==> config.mk <==
export PLATFORM = sky130hd
export DESIGN_NAME = cpu_seq_ctrl_flat
export DESIGN_NICKNAME = d
export VERILOG_FILES = /design/src/rtl/cpu_seq_ctrl_if.sv /design/src/rtl/cpu_seq_ctrl.sv /design/src/flat_wrapper.sv
export SDC_FILE = /design/constraint.sdc
export NUM_CORES = 1
export LEC_CHECK = 0
export BUFFER_PORTS_ARGS = -buffer_cell sky130_fd_sc_hd__buf_2
export CAP_MARGIN = 20
export CORE_MARGIN = 3
export CORE_UTILIZATION = 50
export CTS_BUF_LIST = sky130_fd_sc_hd__clkbuf_16
export CTS_CLUSTER_DIAMETER = 40
export CTS_CLUSTER_SIZE = 28
export DETAILED_ROUTE_END_ITERATION = 10
export PLACE_DENSITY = 0.73
export SYNTH_ARGS = -nofsm -noshare
export SYNTH_HDL_FRONTEND = slang
export SYNTH_SLANG_ARGS = --single-unit
==> constraint.sdc <==
create_clock -name clk -period 6.8 [get_ports clk]
set_input_delay 1.36 -clock clk [delete_from_list [all_inputs] [get_ports clk]]
set_output_delay 1.36 -clock clk [all_outputs]
set_load 0.03 [all_outputs]
==> src/rtl/cpu_seq_ctrl_if.sv <==
// Bundle between a microsequencer and the block that drives it.
//   master : drives instruction, stall, resume; observes the sequencer outputs
//   slave  : the sequencer (cpu_seq_ctrl); observes the inputs, drives
//            state, cycle, opcode, halted, instr_done, illegal
interface cpu_seq_ctrl_if #(
  parameter int INSTR_W = 8,
  parameter int STATE_W = 8,
  parameter int CYC_W   = 4
);
  logic [INSTR_W-1:0] instruction;
  logic               stall;
  logic               resume;
  logic [STATE_W-1:0] state;
  logic [CYC_W-1:0]   cycle;
  logic [INSTR_W-1:0] opcode;
  logic               halted;
  logic               instr_done;
  logic               illegal;

  modport master (
    output instruction, stall, resume,
    input  state, cycle, opcode, halted, instr_done, illegal
  );
  modport slave (
    input  instruction, stall, resume,
    output state, cycle, opcode, halted, instr_done, illegal
  );
endinterface

==> src/rtl/cpu_seq_ctrl.sv <==
// CPU microsequencer: steps through FETCH_PC, FETCH_INST and then the
// per-opcode control-state sequence, ending every instruction with one NEXT.
//   clk         : rising-edge clock
//   reset_cycle : asynchronous active-high reset
//   bus (slave) : instruction/stall/resume in; state, cycle, opcode,
//                 halted, instr_done, illegal out (all registered)
module cpu_seq_ctrl #(
  parameter int INSTR_W = 8,
  parameter int STATE_W = 8,
  parameter int CYC_W   = 4
) (
  input  logic           clk,
  input  logic           reset_cycle,
  cpu_seq_ctrl_if.slave  bus
);

  typedef enum logic [4:0] {
    S_NEXT      = 5'h00, S_FETCH_PC  = 5'h01, S_FETCH_INST = 5'h02,
    S_HALT      = 5'h03, S_JUMP      = 5'h04, S_OUT        = 5'h05,
    S_ALU_OUT   = 5'h06, S_ALU_EXEC  = 5'h07, S_MOV_STORE  = 5'h08,
    S_MOV_FETCH = 5'h09, S_MOV_LOAD  = 5'h0A, S_FETCH_SP   = 5'h0C,
    S_PC_STORE  = 5'h0D, S_TMP_JUMP  = 5'h0E, S_RET        = 5'h0F,
    S_INC_SP    = 5'h10, S_SET_ADDR  = 5'h11, S_IN         = 5'h12,
    S_REG_STORE = 5'h13, S_SET_REG   = 5'h14
  } st_e;

  typedef enum logic [3:0] {
    C_NOP, C_CALL, C_RET, C_OUT, C_IN, C_HLT, C_CMP,
    C_LDI, C_MOV, C_ALU, C_JMP, C_PUSH, C_POP, C_ILL
  } cls_e;

  // casez order is the decode priority
  function automatic cls_e classify(input logic [INSTR_W-1:0] i);
    if ((i >> 8) != '0) return C_ILL;
    casez (i[7:0])
      8'b00_010_???: return C_LDI;
      8'b10_???_???: return C_MOV;
      8'b01_???_000: return C_ALU;
      8'b00_011_???: return C_JMP;
      8'b00_100_???: return C_PUSH;
      8'b00_101_???: return C_POP;
      8'h00:         return C_NOP;
      8'h01:         return C_CALL;
      8'h02:         return C_RET;
      8'h03:         return C_OUT;
      8'h04:         return C_IN;
      8'h05:         return C_HLT;
      8'h06:         return C_CMP;
      default:       return C_ILL;
    endcase
  endfunction

  // Range classes collapse to their base code; exact and illegal values
  // are kept verbatim so re-classifying the latched opcode is lossless.
  function automatic logic [INSTR_W-1:0] canon(input logic [INSTR_W-1:0] i);
    case (classify(i))
      C_LDI:   return INSTR_W'(8'h10);
      C_MOV:   return INSTR_W'(8'h80);
      C_ALU:   return INSTR_W'(8'h40);
      C_JMP:   return INSTR_W'(8'h18);
      C_PUSH:  return INSTR_W'(8'h20);
      C_POP:   return INSTR_W'(8'h28);
      default: return i;
    endcase
  endfunction

  // Control state for step k (k >= 2); anything past a sequence is NEXT.
  function automatic st_e step_of(input cls_e c, input int k);
    st_e s;
    s = S_NEXT;
    case (c)
      C_MOV:  case (k) 2: s = S_MOV_FETCH; 3: s = S_MOV_LOAD; 4: s = S_MOV_STORE; default: ; endcase
      C_ALU:  case (k) 2: s = S_ALU_EXEC;  3: s = S_ALU_OUT;  default: ; endcase
      C_CMP:  case (k) 2: s = S_ALU_EXEC;  default: ; endcase
      C_RET:  case (k) 2: s = S_INC_SP;    3: s = S_FETCH_SP; 4: s = S_RET;       default: ; endcase
      C_POP:  case (k) 2: s = S_INC_SP;    3: s = S_FETCH_SP; 4: s = S_SET_REG;   default: ; endcase
      C_PUSH: case (k) 2: s = S_FETCH_SP;  3: s = S_REG_STORE; default: ; endcase
      C_IN:   case (k) 2: s = S_FETCH_PC;  3: s = S_SET_ADDR; 4: s = S_IN;        default: ; endcase
      C_OUT:  case (k) 2: s = S_FETCH_PC;  3: s = S_SET_ADDR; 4: s = S_OUT;       default: ; endcase
      C_CALL: case (k)
                2: s = S_FETCH_PC; 3: s = S_SET_REG;  4: s = S_FETCH_SP;
                5: s = S_PC_STORE; 6: s = S_TMP_JUMP; default: ;
              endcase
      C_LDI:  case (k) 2: s = S_FETCH_PC;  3: s = S_SET_REG;  default: ; endcase
      C_JMP:  case (k) 2: s = S_FETCH_PC;  3: s = S_JUMP;     default: ; endcase
      C_HLT:  case (k) 2: s = S_HALT;      default: ; endcase
      default: ;
    endcase
    return s;
  endfunction

  st_e                st_q, st_d, step;
  logic [CYC_W-1:0]   cyc_q, cyc_d;
  logic [INSTR_W-1:0] opc_q, opc_d;
  logic               halt_q, halt_d, done_q, done_d, ill_q, ill_d;
  cls_e               cls_q;

  assign cls_q = classify(opc_q);

  always_ff @(posedge clk or posedge reset_cycle) begin
    if (reset_cycle) begin
      st_q   <= S_NEXT;
      cyc_q  <= '0;
      opc_q  <= '0;
      halt_q <= 1'b0;
      done_q <= 1'b0;
      ill_q  <= 1'b0;
    end else begin
      st_q   <= st_d;
      cyc_q  <= cyc_d;
      opc_q  <= opc_d;
      halt_q <= halt_d;
      done_q <= done_d;
      ill_q  <= ill_d;
    end
  end

  // Stall holds everything except the pulses, which drop to zero.
  always_comb begin
    st_d   = st_q;
    cyc_d  = cyc_q;
    opc_d  = opc_q;
    halt_d = halt_q;
    done_d = 1'b0;
    ill_d  = 1'b0;
    step   = S_NEXT;
    if (!bus.stall) begin
      if (halt_q) begin
        if (bus.resume) begin
          st_d   = S_NEXT;
          cyc_d  = '0;
          halt_d = 1'b0;
          done_d = 1'b1;
        end
      end else if (int'(cyc_q) > 7) begin
        st_d  = S_NEXT;
        cyc_d = '0;
      end else begin
        if (cyc_q == CYC_W'(0))      step = S_FETCH_PC;
        else if (cyc_q == CYC_W'(1)) step = S_FETCH_INST;
        else                         step = step_of(cls_q, int'(cyc_q));
        st_d = step;
        if (step == S_NEXT) begin
          cyc_d  = '0;
          done_d = 1'b1;
        end else begin
          cyc_d = cyc_q + 1'b1;
        end
        if (step == S_HALT) halt_d = 1'b1;
        if (cyc_q == CYC_W'(1)) opc_d = canon(bus.instruction);
        if (cyc_q == CYC_W'(2) && cls_q == C_ILL) ill_d = 1'b1;
      end
    end
  end

  assign bus.state      = STATE_W'(st_q);
  assign bus.cycle      = cyc_q;
  assign bus.opcode     = opc_q;
  assign bus.halted     = halt_q;
  assign bus.instr_done = done_q;
  assign bus.illegal    = ill_q;

endmodule

==> src/flat_wrapper.sv <==
// flat-port wrapper written by rule: the top's interface ports become plain ports
module cpu_seq_ctrl_flat 
#(
  parameter int INSTR_W = 8,
  parameter int STATE_W = 8,
  parameter int CYC_W   = 4
)
  (clk, reset_cycle, bus_instruction, bus_stall, bus_resume, bus_state, bus_cycle, bus_opcode, bus_halted, bus_instr_done, bus_illegal);
  cpu_seq_ctrl_if #(.INSTR_W(INSTR_W), .STATE_W(STATE_W), .CYC_W(CYC_W)) bus_i ();
  input  logic clk;
  input  logic reset_cycle;
  input wire logic [$bits(bus_i.instruction)-1:0] bus_instruction;
  input wire logic [$bits(bus_i.stall)-1:0] bus_stall;
  input wire logic [$bits(bus_i.resume)-1:0] bus_resume;
  output wire logic [$bits(bus_i.state)-1:0] bus_state;
  output wire logic [$bits(bus_i.cycle)-1:0] bus_cycle;
  output wire logic [$bits(bus_i.opcode)-1:0] bus_opcode;
  output wire logic [$bits(bus_i.halted)-1:0] bus_halted;
  output wire logic [$bits(bus_i.instr_done)-1:0] bus_instr_done;
  output wire logic [$bits(bus_i.illegal)-1:0] bus_illegal;
  assign bus_i.instruction = bus_instruction;
  assign bus_i.stall = bus_stall;
  assign bus_i.resume = bus_resume;
  assign bus_state = bus_i.state;
  assign bus_cycle = bus_i.cycle;
  assign bus_opcode = bus_i.opcode;
  assign bus_halted = bus_i.halted;
  assign bus_instr_done = bus_i.instr_done;
  assign bus_illegal = bus_i.illegal;
  cpu_seq_ctrl #(.INSTR_W(INSTR_W), .STATE_W(STATE_W), .CYC_W(CYC_W)) u_core (.clk(clk), .reset_cycle(reset_cycle), .bus(bus_i));
endmodule
; After elaboration in Yosys (flattened, before gate mapping)
; Cells that the tools add are included.
[op_classes]
n_lt_le_gt_ge = 1
n_mux = 50
n_eq_ne = 51
n_reduce_logical = 7
bitwise = 3
n_addsub = 1
[op_table]
columns = op, count
row1 = $pmux 4 s13, 2
row2 = $pmux 5 s12, 1
row3 = $pmux 5 s3, 4
row4 = $eq 8x3->1 const B, 6
row5 = $pmux 8 s6, 1
row6 = $eq 4x4->1 const B, 11
row7 = $mux 5, 8
row8 = $mux 4, 9
row9 = $eq 4x3->1 const B, 8
row10 = $eq 8x2->1 const B, 4
row11 = $eq 5x2->1 const B, 5
row12 = $pmux 5 s5, 1
row13 = $eq 5x3->1 const B, 4
row14 = $pmux 5 s2, 2
row15 = $mux 1, 17
row16 = $eq 4x2->1 const B, 4
row17 = $eq 8x1->1 const B, 2
row18 = $logic_not 8->1, 2
row19 = $pmux 3 s2, 2
row20 = $pmux 4 s3, 1
row21 = $eq 5x4->1 const B, 2
row22 = $eq 4x1->1 const B, 2
row23 = $logic_not 5->1, 1
row24 = $add 4x1->4 const B, 1
row25 = other kinds (10), 13
[word_totals]
inputBits = 12
ff_bits = 20
word_cells = 119
out_inout_bits = 23

; Longest topological paths before layout
; Gate-level depths: netlist (run 1).
[logic_depth]
depth_word = 14
depth_mapped = 9
mapped_depth_nobuf = 9

; Worst setup path after synthesis (run 1)
; No wires, ideal clock.
[synth_path]
kind = reg2reg
startpoint = register u_core.cyc_q[0], in the netlist u_core.bus.cycle[0]
endpoint = register u_core.cyc_q[1], in the netlist u_core.bus.cycle[1]
required_time_ps = 6667
arrival_ps = 2281
period_less_slack_ps = 2414
setup_time_ps = 133
path_slack_ps = 4386
path_stages_with_launch = 10
n_path_buf = 0
cell_sequence = dfrtp_1 > inv_1 > ha_1 > or3_1 > a21boi_0 > a2111oi_0 > nor4_1 > nand3_1 > a21oi_2 > o22ai_1
[synth_between]
elab_chain_cells = 12
elab_cells_between_ends = 31
classes_between = add/sub: 1 / order compare: 1 / eq/ne: 6 / mux: 21 / reduce/logical: 2
[synth_lines]
columns = element, line_no
row1 = start: declaration, cpu_seq_ctrl.sv:93  ; logic [CYC_W-1:0] cyc_q, cyc_d;
row2 = start signal: assignment, cpu_seq_ctrl.sv:110  ; cyc_q <= cyc_d;
row3 = $eq 4x3->1 (tied with other cells), cpu_seq_ctrl.sv:80  ; C_CALL: case (k)
row4 = $pmux 5 s5 (tied with other cells), cpu_seq_ctrl.sv:80
row5 = $pmux 5 s12, cpu_seq_ctrl.sv:71  ; case (c)
row6 = $mux 5, cpu_seq_ctrl.sv:140  ; else if (cyc_q == CYC_W'(1)) step = S_FETCH_INST;
row7 = $mux 5, cpu_seq_ctrl.sv:139  ; if (cyc_q == CYC_W'(0)) step = S_FETCH_PC;
row8 = $mux 5, cpu_seq_ctrl.sv:135  ; end else if (int'(cyc_q) > 7) begin
row9 = $mux 5, cpu_seq_ctrl.sv:128  ; if (halt_q) begin
row10 = $mux 5, cpu_seq_ctrl.sv:127  ; if (!bus.stall) begin
row11 = $logic_not 5->1, cpu_seq_ctrl.sv:143  ; if (step == S_NEXT) begin
row12 = $mux 4, cpu_seq_ctrl.sv:143
row13 = $mux 4 *, cpu_seq_ctrl.sv:135
row14 = $mux 4 *, cpu_seq_ctrl.sv:128
; Every way passes the cells marked *; elsewhere a longest branch is shown, timed or not. The select of a mux whose other input is x is not followed.
; A chain may end at the register's enable or synchronous reset.

; Worst setup path in the final report (run 1)
[layout_path]
startpoint = register u_core.cyc_q[0], in the netlist u_core.bus.cycle[0]
endpoint = register u_core.cyc_q[0], in the netlist u_core.bus.cycle[0]
; The elaborated chain is that of the path after synthesis.

==> impl_metrics.env, run 1 <==
export IMPL_numCtsBuffers=3
export IMPL_peakVddDrop_v=0.0002386
export IMPL_fin_util_pct=60.56
export IMPL_drc_errors=0
export IMPL_ctsRootBufferMaster="clkbuf_16"
export IMPL_vias=1676
export IMPL_n_fill_cell=293
export IMPL_yosys_top_cells_area="dfrtp_1 30%, nand2_1 8.5%, nand3_1 3.9%"
export IMPL_cts_htree_levels=1
export IMPL_grt_pass1_wl_um=7293
export IMPL_cp_required_ns=6.97
export IMPL_seq_area_frac_synth_pct=29.85
export IMPL_dp_worst_setup_slack_ns=4.158
export IMPL_synth_top_area_share_pct=29.85
export IMPL_wl_per_cell_um=14.76
export IMPL_grt_overflow_total=0
export IMPL_slew_violations=0
export IMPL_dieWidth_um=63.91
export IMPL_drt_iter0_drc=143
export IMPL_status="finished clean"
export IMPL_drv_cap=0
export IMPL_dp_hpwl_um=3180
export IMPL_maxUsedRoutingLayer="met4"
export IMPL_cts_tree="done"
export IMPL_antennaDiodeCount=0
export IMPL_synthArstFlopShare_pct=100.0
export IMPL_core_mm2=0.003128
export IMPL_synth_cell_types=62
export IMPL_finalSetupViolCount=0
export IMPL_routed_wl_um=4119
export IMPL_nets=252
export IMPL_wl_met2_um=1921
export IMPL_fmaxAchievable_mhz=385.1
export IMPL_grt_usage_pct=21.81
export IMPL_syn_area_mm2=0.001677
export IMPL_wl_met1_um=1844
export IMPL_cp_start_kind="flip-flop"
export IMPL_avgSynthCellArea_um2=7.871
export IMPL_final_cell_area_mm2=0.001894
export IMPL_gp_congestion=0.9200
export IMPL_antenna_found_initial=0
export IMPL_cts_resized=0
export IMPL_grt_max_degree=21
export IMPL_hold_viol=0
export IMPL_ys_warn_count=0
export IMPL_p_leak_nw=0.8530
export IMPL_power_per_cell_area_mw_per_mm2=475.0
export IMPL_ys_flop_type="dfrtp_1"
export IMPL_yosys_area_top_type="dfrtp_1"
export IMPL_worstPathMaxFanout=8
export IMPL_max_stage_delay_ns=0.58
export IMPL_post_dp_cell_area_mm2=0.001815
export IMPL_die_area_mm2=0.004084
export IMPL_start_util_pct=53.60
export IMPL_worst_slew_pin_slew_ns=0.8878
export IMPL_clk_pin_slew_ns=0.05
export IMPL_cp_data_arrival_time_ns=2.77
export IMPL_cts_sinks=20
export IMPL_cts_hold_fix_buffers=0
export IMPL_ant_nets=0
export IMPL_crit_chain="inv_1 > ha_1 > nor3b_1 > o2111ai_1 > o211ai_1 > a31oi_1 > a41oi_2 > a21oi_2 > a21oi_1"
export IMPL_met3_length_um=312
export IMPL_clkLatencyLatePin_ns=0.25
export IMPL_rows=20
export IMPL_cts_setup_buffers=0
export IMPL_slew_headroom_pct=40.36
export IMPL_drive_gt1_share_pct=19.15
export IMPL_clock_skew_final_ns=0.0009897
export IMPL_critPathSlowestCell="nor3b_1"
export IMPL_period_share_pct=38.19
export IMPL_critPathKind="reg -> reg"
export IMPL_tns_ns=0
export IMPL_synth_edf_count=0
export IMPL_hp_class="reg -> reg"
export IMPL_viasPerCell=6.007
export IMPL_layout_setup_ws_ns=4.203
export IMPL_die_h_um=63.91
export IMPL_boundaryPins=35
export IMPL_drt_pre_antenna_iters=5
export IMPL_cp_end_kind="flip-flop"
export IMPL_rsz0062_at_grt="false"
export IMPL_syn_inst=213
export IMPL_yosys_register_bits=20
export IMPL_grt_pass1_vias=1568
export IMPL_period_minus_slack_ns=2.597
export IMPL_area_growth_pct=12.99
export IMPL_port_buffer_count=31
export IMPL_clk_path_buf_depth=2
## stage by stage
| step | hold WS [ns] | std cells | power, mW |
|---|---|---|---|
| after floorplan | 0.6496 | 215 | 0.6612 |
| final | 0.4781 | 279 | 0.8999 |
| after global placement | 0.4682 | 275 | 0.7786 |
| after detailed placement | 0.4648 | 275 | 0.7790 |
| after global routing | 0.5310 | 279 | 0.9814 |
| after CTS | 0.4810 | 279 | 0.9008 |
## cells by family after synthesis
| family | after synthesis | synth area share [%] |
|---|---|---|
| AND/OR/NAND/NOR | 103 | 32.02 |
| AO/OA/AOI/OAI | 58 | 26.12 |
| buffers and inverters | 23 | 6.492 |
| flip-flops | 20 | 29.85 |
| adder cells (fa/ha/maj) | 4 | 2.985 |
| multiplexers | 3 | 1.791 |
| other | 1 | 0.2237 |
| XOR/XNOR | 1 | 0.5225 |
## power breakdown
group	leakage [nW]	switching (mW)	internal, mW
clock network	0.0385	0.0402	0.0782
registers	0.263	0.0896	0.160
logic	0.551	0.347	0.186
total	0.853	0.476	0.424
## routing by layer
layer	vias up	global-route usage (%)
li1	817	-
met1	778	32.08
met2	74	33.68
met3	7	2.636
met4	0	5.660
met5	-	0
## worst paths after layout
kind                                     start              endpoint  slack (ns)  cells past startpoint
max reg2reg                u_core.bus.cycle[0]   u_core.bus.cycle[0]        4.20                      9
max in group asynchronous          reset_cycle   u_core.bus.cycle[3]        5.09                      2
min reg2reg                     u_core.st_q[1]        u_core.st_q[1]        0.48                      2
min in group asynchronous          reset_cycle  u_core.bus.opcode[6]        1.24                      2
max                        u_core.bus.cycle[0]   u_core.bus.cycle[0]        4.20                      9
min                             u_core.st_q[1]        u_core.st_q[1]        0.48                      2
## final cells by class
class                      instances  area (µm²)  area share [%]
clock buffer                       3       75.07           3.963
multi-input combinational        172        1075           56.74
timing repair buffer              31       155.1           8.190
sequential                        20       500.5           26.42
tap                               44       55.05           2.906
inverter                           8       30.03           1.585
clock inverter                     1       3.754          0.1982
## critical path, delay by kind of cell, from the launching register on
family	cells	cell delay [ns]
AO/OA/AOI/OAI	6	1.06
AND/OR/NAND/NOR	1	0.58
flip-flops	1	0.42
adder cells (fa/ha/maj)	1	0.32
buffers and inverters	1	0.14
## Yosys cell counts, types with 2 or more instances
| library cell | number |
|---|---|
| nand2b_1 | 2 |
| buf_1 | 2 |
| o21ai_1 | 3 |
| buf_4 | 3 |
| nand3_1 | 13 |
| o31ai_1 | 4 |
| a21oi_1 | 7 |
| nor4b_1 | 2 |
| buf_2 | 3 |
| ha_1 | 4 |
| inv_1 | 8 |
| nand4_1 | 3 |
| a31oi_1 | 2 |
| nor2b_1 | 6 |
| a221oi_1 | 2 |
| a211oi_1 | 2 |
| or3_1 | 3 |
| nor3b_1 | 3 |
| o21ai_0 | 10 |
| nor3_1 | 7 |
| o211ai_1 | 2 |
| and2b_1 | 2 |
| o22ai_1 | 3 |
| nor4_1 | 3 |
| nor2_1 | 11 |
| a21o_1 | 3 |
| a2111oi_0 | 2 |
| mux2i_1 | 3 |
| nand2_1 | 38 |
| dfrtp_1 | 20 |
| clkbuf_1 | 6 |
## flip-flops by register name, summed over array words and instances (netlist names)
| register | cells |
|---|---|
| u_core.st_q | 5 |
| u_core.bus.opcode | 8 |
| u_core.bus.halted | 1 |
| u_core.bus.cycle | 4 |
| u_core.bus.illegal | 1 |
| u_core.bus.instr_done | 1 |
## placed cells by master (no fill, tap or decap), types with 4 or more instances in the layout
| master | count |
|---|---|
| dfrtp_1 | 20 |
| inv_1 | 8 |
| a21oi_1 | 7 |
| nand3_1 | 13 |
| o21ai_0 | 10 |
| nor2_1 | 11 |
| nor2b_1 | 6 |
| nand2_1 | 38 |
| ha_1 | 4 |
| buf_2 | 31 |
| nor3_1 | 7 |
| o31ai_1 | 4 |
No activity file was read; power rests on OpenSTA's default activity.
==> inputs of run 2 (changes only) <==
- ABC_AREA: unset -> 1
- clock period: 6.8 -> 2.7 ns (I/O delays scaled with it)
==> run 2 against run 1 <==
Effect of this change: count of clock-buffer cells in the layout did not move; via count increased by 4.0%; final cell count up 19%; register-to-register slack worse by 3.5 ns; clock skew increased by 0.00063 ns; clock power increased by 150%; flip-flop and latch count is the same; utilization increased by 1.5 points; sequential power is 120% higher; hold slack worse by 0.072 ns; routed wire length down 0.97%; critical path type unchanged; critical endpoint is now u_core.bus.cycle[1]; largest cell class unchanged.
==> impl_metrics.env, run 2 <==
export IMPL_grt_pass1_wl_um=7286
export IMPL_cts_tree="done"
export IMPL_die_h_um=64.21
export IMPL_cts_setup_buffers=0
export IMPL_cts_resized=0
export IMPL_drive_gt1_share_pct=24.91
export IMPL_cp_start_kind="flip-flop"
export IMPL_grt_usage_pct=21.94
export IMPL_yosys_register_bits=20
export IMPL_cp_data_arrival_time_ns=2.13
export IMPL_cp_top_family="simple AND/OR/NAND/NOR gates"
export IMPL_wl_per_cell_um=12.25
export IMPL_antennaDiodeCount=0
export IMPL_cp_end_kind="flip-flop"
export IMPL_r2r_end="u_core.bus.cycle[1]"
export IMPL_drt_iter0_drc=161
export IMPL_slew_headroom_pct=51.53
export IMPL_critPathKind="reg -> reg"
export IMPL_period_share_pct=73.77
export IMPL_slew_violations=0
export IMPL_drc_errors=0
export IMPL_hold_viol=0
export IMPL_cts_hold_fix_buffers=0
export IMPL_r2r_cells=12
export IMPL_finalSetupViolCount=0
export IMPL_clkLatencyLatePin_ns=0.25
export IMPL_ys_warn_count=0
export IMPL_numCtsBuffers=3
export IMPL_status="finished clean"
export IMPL_ys_flop_type="dfrtp_1"
export IMPL_largest_reg_flops=8
export IMPL_synthArstFlopShare_pct=100.0
export IMPL_die_area_mm2=0.004123
export IMPL_cts_sinks=20
export IMPL_nets=307
export IMPL_viasPerCell=5.234
export IMPL_crit_chain="inv_1 > ha_1 > o21ai_2 > nor2_1 > inv_1 > nand3_1 > nor3_2 > nor2_2 > nor2_4 > nand2_2 > nand3_1 > nand2_1"
export IMPL_final_common_cell="nand2_1"
export IMPL_area_growth_pct=15.58
export IMPL_p_leak_nw=1.088
export IMPL_seq_area_frac_synth_pct=29.54
export IMPL_dp_worst_setup_slack_ns=0.7487
export IMPL_synth_top_cells_by_count="68 x nand2_1, 31 x nor2_1, 27 x inv_1"
export IMPL_grt_max_degree=21
export IMPL_ant_nets=0
export IMPL_fmaxAchievable_mhz=502.1
export IMPL_clock_skew_final_ns=0.001620
export IMPL_power_per_cell_area_mw_per_mm2=1113
export IMPL_syn_inst=258
export IMPL_worst_slew_pin_slew_ns=0.7262
export IMPL_dieWidth_um=64.21
export IMPL_clk_pin_slew_ns=0.05
export IMPL_worstPathMaxFanout=5
export IMPL_cp_required_ns=2.84
export IMPL_antenna_found_initial=0
export IMPL_boundaryPins=35
export IMPL_path_buf_inv=2
export IMPL_timing_rr_start="u_core.bus.cycle[0]"
export IMPL_synth_top_area_share_pct=29.54
export IMPL_ctsRootBufferMaster="clkbuf_16"
export IMPL_yosys_top_cells_area="dfrtp_1 30%, nand2_1 15%, nand3_1 7.4%"
export IMPL_critPathSlowestCell="dfrtp_1"
export IMPL_layout_setup_ws_ns=0.7083
export IMPL_tns_ns=0
export IMPL_vias=1743
export IMPL_clk_path_buf_depth=2
export IMPL_start_util_pct=53.73
export IMPL_syn_area_mm2=0.001694
export IMPL_final_cell_mix="68 x nand2_1, 31 x nor2_1, 31 x buf_2"
export IMPL_cts_htree_levels=1
export IMPL_synth_cell_types=33
export IMPL_hp_class="in -> async"
export IMPL_finalHoldWorstSlack_ns=0.4061
export IMPL_yosys_area_top_type="dfrtp_1"
export IMPL_rsz0062_at_grt="false"
export IMPL_peakVddDrop_v=0.0006110
export IMPL_synth_edf_count=0
export IMPL_dp_hpwl_um=3333
export IMPL_period_minus_slack_ns=1.992
export IMPL_place_inst=330
export IMPL_r2r_slack_ns=0.71
export IMPL_grt_pass1_vias=1612
export IMPL_drt_pre_antenna_iters=4
export IMPL_synth_most_common_cell="nand2_1"
export IMPL_grt_overflow_total=0
export IMPL_core_mm2=0.003153
export IMPL_max_stage_delay_ns=0.41
export IMPL_routed_wl_um=4079
export IMPL_fin_cells=333
export IMPL_avgSynthCellArea_um2=6.566
export IMPL_drv_cap=0
export IMPL_gp_congestion=0.9537
export IMPL_rows=20
export IMPL_port_buffer_count=31
-- run 2: area by class of cell --
cell class	instances	area (µm²)
Clock buffer	3	75.07
Fill cell	323	1195
Inverter	37	141.4
Multi-Input combinational cell	197	1023
Sequential cell	20	500.5
Tap cell	44	55.05
Timing Repair Buffer	32	162.7
-- run 2: worst reg2reg max path: cells and delay by family, from the launching register on --
family / cells / cell delay [ns]
adders and majority gates: 1 / 0.27
AOI/OAI and AO/OA: 1 / 0.18
DFF: 1 / 0.41
buffers and inverters: 2 / 0.17
and+or+nand+nor: 8 / 0.85
-- run 2: worst max path at each step --
stage / start / to / slack, ns / cells after the start
CTS: u_core.bus.cycle[0] / u_core.bus.cycle[1] / 0.72 / 12
global placement: u_core.bus.cycle[0] / u_core.bus.cycle[0] / 0.80 / 12
detailed placement: u_core.bus.cycle[0] / u_core.bus.cycle[0] / 0.75 / 12
global route: u_core.bus.cycle[0] / u_core.bus.cycle[1] / 0.49 / 14
finish: u_core.bus.cycle[0] / u_core.bus.cycle[1] / 0.71 / 12
floorplan: u_core.bus.cycle[0] / u_core.bus.cycle[0] / 0.74 / 14
-- run 2: where the power goes --
group | leakage (nW) | internal, mW | switching [mW]
registers | 0.263 | 0.406 | 0.135
clock network | 0.0370 | 0.195 | 0.0987
logic | 0.788 | 0.392 | 0.953
total | 1.09 | 0.993 | 1.19
-- run 2: cell families after synthesis --
logic type | count (synthesis) | synth area share [%]
and+or+nand+nor | 158 | 44.83
buffers and inverters | 43 | 10.49
AOI/OAI and AO/OA | 31 | 11.45
adders and majority gates | 4 | 2.954
other | 1 | 0.2214
DFF | 20 | 29.54
xor gates and xnor gates | 1 | 0.5171
-- run 2: stage by stage --
stage / utilization, % / total power [mW] / area (µm²)
final: 62.10 / 2.180 / 1958
after global routing: 62.10 / 2.373 / 1958
after CTS: 62.10 / 2.184 / 1958
after detailed placement: 59.72 / 1.879 / 1883
after global placement: 59.72 / 1.878 / 1883
after floorplan: - / 1.560 / 1702
-- run 2: metal layers --
metal  up-vias  part of all wire, %  global-route usage, %
li1        888                    -                      -
met1       797                   48                  32.53
met2        52                   44                  33.03
met3         6                  7.2                  2.812
met4         0                  1.3                  6.596
met5         -                    0                      0
==> inputs of run 3 (changes only) <==
- CORE_UTILIZATION: 50 -> 49
- PLACE_DENSITY: 0.73 -> 0.74
- clock period: 2.7 -> 1.68 ns (I/O delays scaled with it)
==> run 3 against run 2 <==
Effect of this change: the flow now finishes with violations (setup timing); critical path depth is the same; flip-flop and latch count stayed put; first-iteration DRC count is 70% higher; largest power group unchanged; highest routed layer unchanged.
==> impl_metrics.env, run 3 (same netlist as run 2, synthesis figures left out) <==
export IMPL_r2r_cells=12
export IMPL_rows=20
export IMPL_clk_pin_slew_ns=0.05
export IMPL_r2r_slack_ns=-0.31
export IMPL_core_mm2=0.003178
export IMPL_period_share_pct=118.4
export IMPL_peakVddDrop_v=0.001241
export IMPL_power_per_cell_area_mw_per_mm2=1908
export IMPL_grt_pass1_vias=1753
export IMPL_grtUsageMet1_pct=33.62
export IMPL_port_buffer_count=31
export IMPL_r2r_end="u_core.bus.instr_done"
export IMPL_gp_congestion=0.9946
export IMPL_p_comb_share_pct=70.1
export IMPL_grt_overflow_total=0
export IMPL_n_fill_cell=234
export IMPL_cp_data_arrival_time_ns=2.17
export IMPL_area_growth_pct=43.87
export IMPL_cp_required_ns=1.86
export IMPL_period_minus_slack_ns=1.990
export IMPL_cts_hold_fix_buffers=0
export IMPL_fin_util_pct=76.69
export IMPL_die_area_mm2=0.004199
export IMPL_failed_checks="setup timing"
export IMPL_finalHoldWorstSlack_ns=0.1066
export IMPL_nets=341
export IMPL_drc_errors=0
export IMPL_seq_area_um2=509.2
export IMPL_drt_pre_antenna_iters=6
export IMPL_final_common_cell="nand2_1"
export IMPL_drt_iter0_drc=273
export IMPL_hp_class="in -> async"
export IMPL_boundaryPins=35
export IMPL_finalSetupViolCount=12
export IMPL_worst_slew_pin_slew_ns=0.6023
export IMPL_cpMostUsedCell="nand2_1"
export IMPL_p_leak_nw=1.285
export IMPL_status="complete, but fails checks"
export IMPL_critPathKind="reg -> reg"
export IMPL_busiest_layer="met2"
export IMPL_timing_rr_start="u_core.bus.cycle[1]"
export IMPL_p_clk_share_pct=10.5
export IMPL_cts_sinks=20
export IMPL_cp_start_kind="flip-flop"
export IMPL_clock_skew_final_ns=0.001535
export IMPL_clkLatencyLatePin_ns=0.25
export IMPL_slew_headroom_pct=59.70
export IMPL_slew_violations=0
export IMPL_internal_power_mw=2.217
export IMPL_grt_usage_pct=23.59
export IMPL_routed_wl_um=5478
export IMPL_clk_path_buf_depth=2
export IMPL_rsz0062_at_grt="true"
export IMPL_drive_gt1_share_pct=45.82
export IMPL_hold_viol=0
export IMPL_cts_tree="done"
export IMPL_multi_input_area_mm2=0.001226
export IMPL_viasPerCell=5.512
export IMPL_ant_nets=0
export IMPL_grt_pass1_wl_um=7914
export IMPL_power_frac_seq_pct=19.4
export IMPL_dieWidth_um=64.80
export IMPL_worstPathMaxFanout=5
export IMPL_swShare_pct=52.32
export IMPL_critPathSlowestCell="dfrtp_2"
export IMPL_antennaDiodeCount=0
export IMPL_largest_reg_flops=8
export IMPL_max_stage_delay_ns=0.46
export IMPL_power_total_mw=4.650
export IMPL_post_dp_cell_area_mm2=0.002118
export IMPL_use_met3_pct=2.253
export IMPL_numCtsBuffers=3
export IMPL_drv_cap=0
export IMPL_start_util_pct=53.31
export IMPL_final_cell_mix="59 x nand2_1, 31 x buf_2, 30 x buf_4"
export IMPL_grt_use_met2_pct=37.42
export IMPL_vias=2023
export IMPL_fmaxAchievable_mhz=502.6
export IMPL_cp_end_kind="flip-flop"
export IMPL_die_h_um=64.80
export IMPL_layout_setup_ws_ns=-0.3097
export IMPL_cts_htree_levels=1
export IMPL_final_cell_area_mm2=0.002437
export IMPL_crit_chain="ha_4 > o21ai_4 > nand2_2 > nand2_1 > nand2_1 > nor2_1 > nand3_1 > nand2_1 > nand2_2 > nor2_4 > nand3_1 > a21oi_2"
export IMPL_grt_max_degree=21
export IMPL_antenna_found_initial=0
export IMPL_dp_hpwl_um=3592
export IMPL_ctsRootBufferMaster="clkbuf_16"
export IMPL_wl_per_cell_um=14.93
export IMPL_p_switching_mw=2.433
-- run 3: cell type report --
| class | instances | share of cell area (%) |
|---|---|---|
| tap | 44 | 2.259 |
| inverter | 37 | 6.006 |
| multi-input combinational | 198 | 50.31 |
| sequential | 20 | 20.89 |
| timing repair buffer | 65 | 17.45 |
| clock buffer | 3 | 3.080 |
-- run 3: repair_timing --
item | in CTS | in global routing
pin swaps | 1 | 20
gates cloned | 0 | 2
setup endpoints to repair | 11 | 19
buffers inserted | 1 | 3
resized for setup | 4 | 51
-- run 3: worst max path at each step --
| stage | from | endpoint | slack [ns] | depth (start not counted) |
|---|---|---|---|---|
| 6_report | u_core.bus.cycle[1] | u_core.bus.instr_done | -0.31 | 12 |
| 5_1_grt | u_core.bus.cycle[1] | u_core.bus.cycle[1] | -0.42 | 13 |
| 4_1_cts | u_core.bus.cycle[1] | u_core.bus.cycle[2] | -0.18 | 13 |
| 3_5_place_dp | u_core.bus.cycle[0] | u_core.bus.cycle[2] | -0.17 | 13 |
| 3_3_place_gp | u_core.bus.opcode[5] | u_core.bus.cycle[2] | -0.15 | 13 |
| 2_1_floorplan | u_core.bus.cycle[1] | u_core.bus.cycle[0] | -0.07 | 13 |
-- run 3: power groups by stage --
stage / registers (mW) / clock network (mW) / logic [mW]
final: 0.903 / 0.488 / 3.26
after global routing: 0.935 / 0.508 / 3.49
after CTS: 0.855 / 0.486 / 2.70
after detailed placement: 0.858 / 0 / 2.61
after global placement: 0.855 / 0 / 2.59
after floorplan: 1.18 / 0 / 1.37
-- run 3: worst max-delay path, delay by kind of cell (launching register included) --
family / cells / cell delay [ns]
adder cells (fa/ha/maj): 1 / 0.20
AND/OR/NAND/NOR: 9 / 0.93
AO/OA/AOI/OAI: 2 / 0.33
flip-flops: 1 / 0.46
-- run 3: layer usage --
metal	vias up	part of all wire (%)
li1	967	-
met1	926	43
met2	105	46
met3	25	7.9
met4	0	2.8
met5	-	0
-- run 3: through the flow --
stage	setup slack [ns]	instances	TNS [ns]
2_1_floorplan	-0.06780	260	-0.4035
3_3_place_gp	-0.1517	358	-1.102
3_5_place_dp	-0.1705	358	-1.131
4_1_cts	-0.1833	362	-1.325
5_1_grt	-0.4239	367	-4.185
6_report	-0.3097	367	-2.307
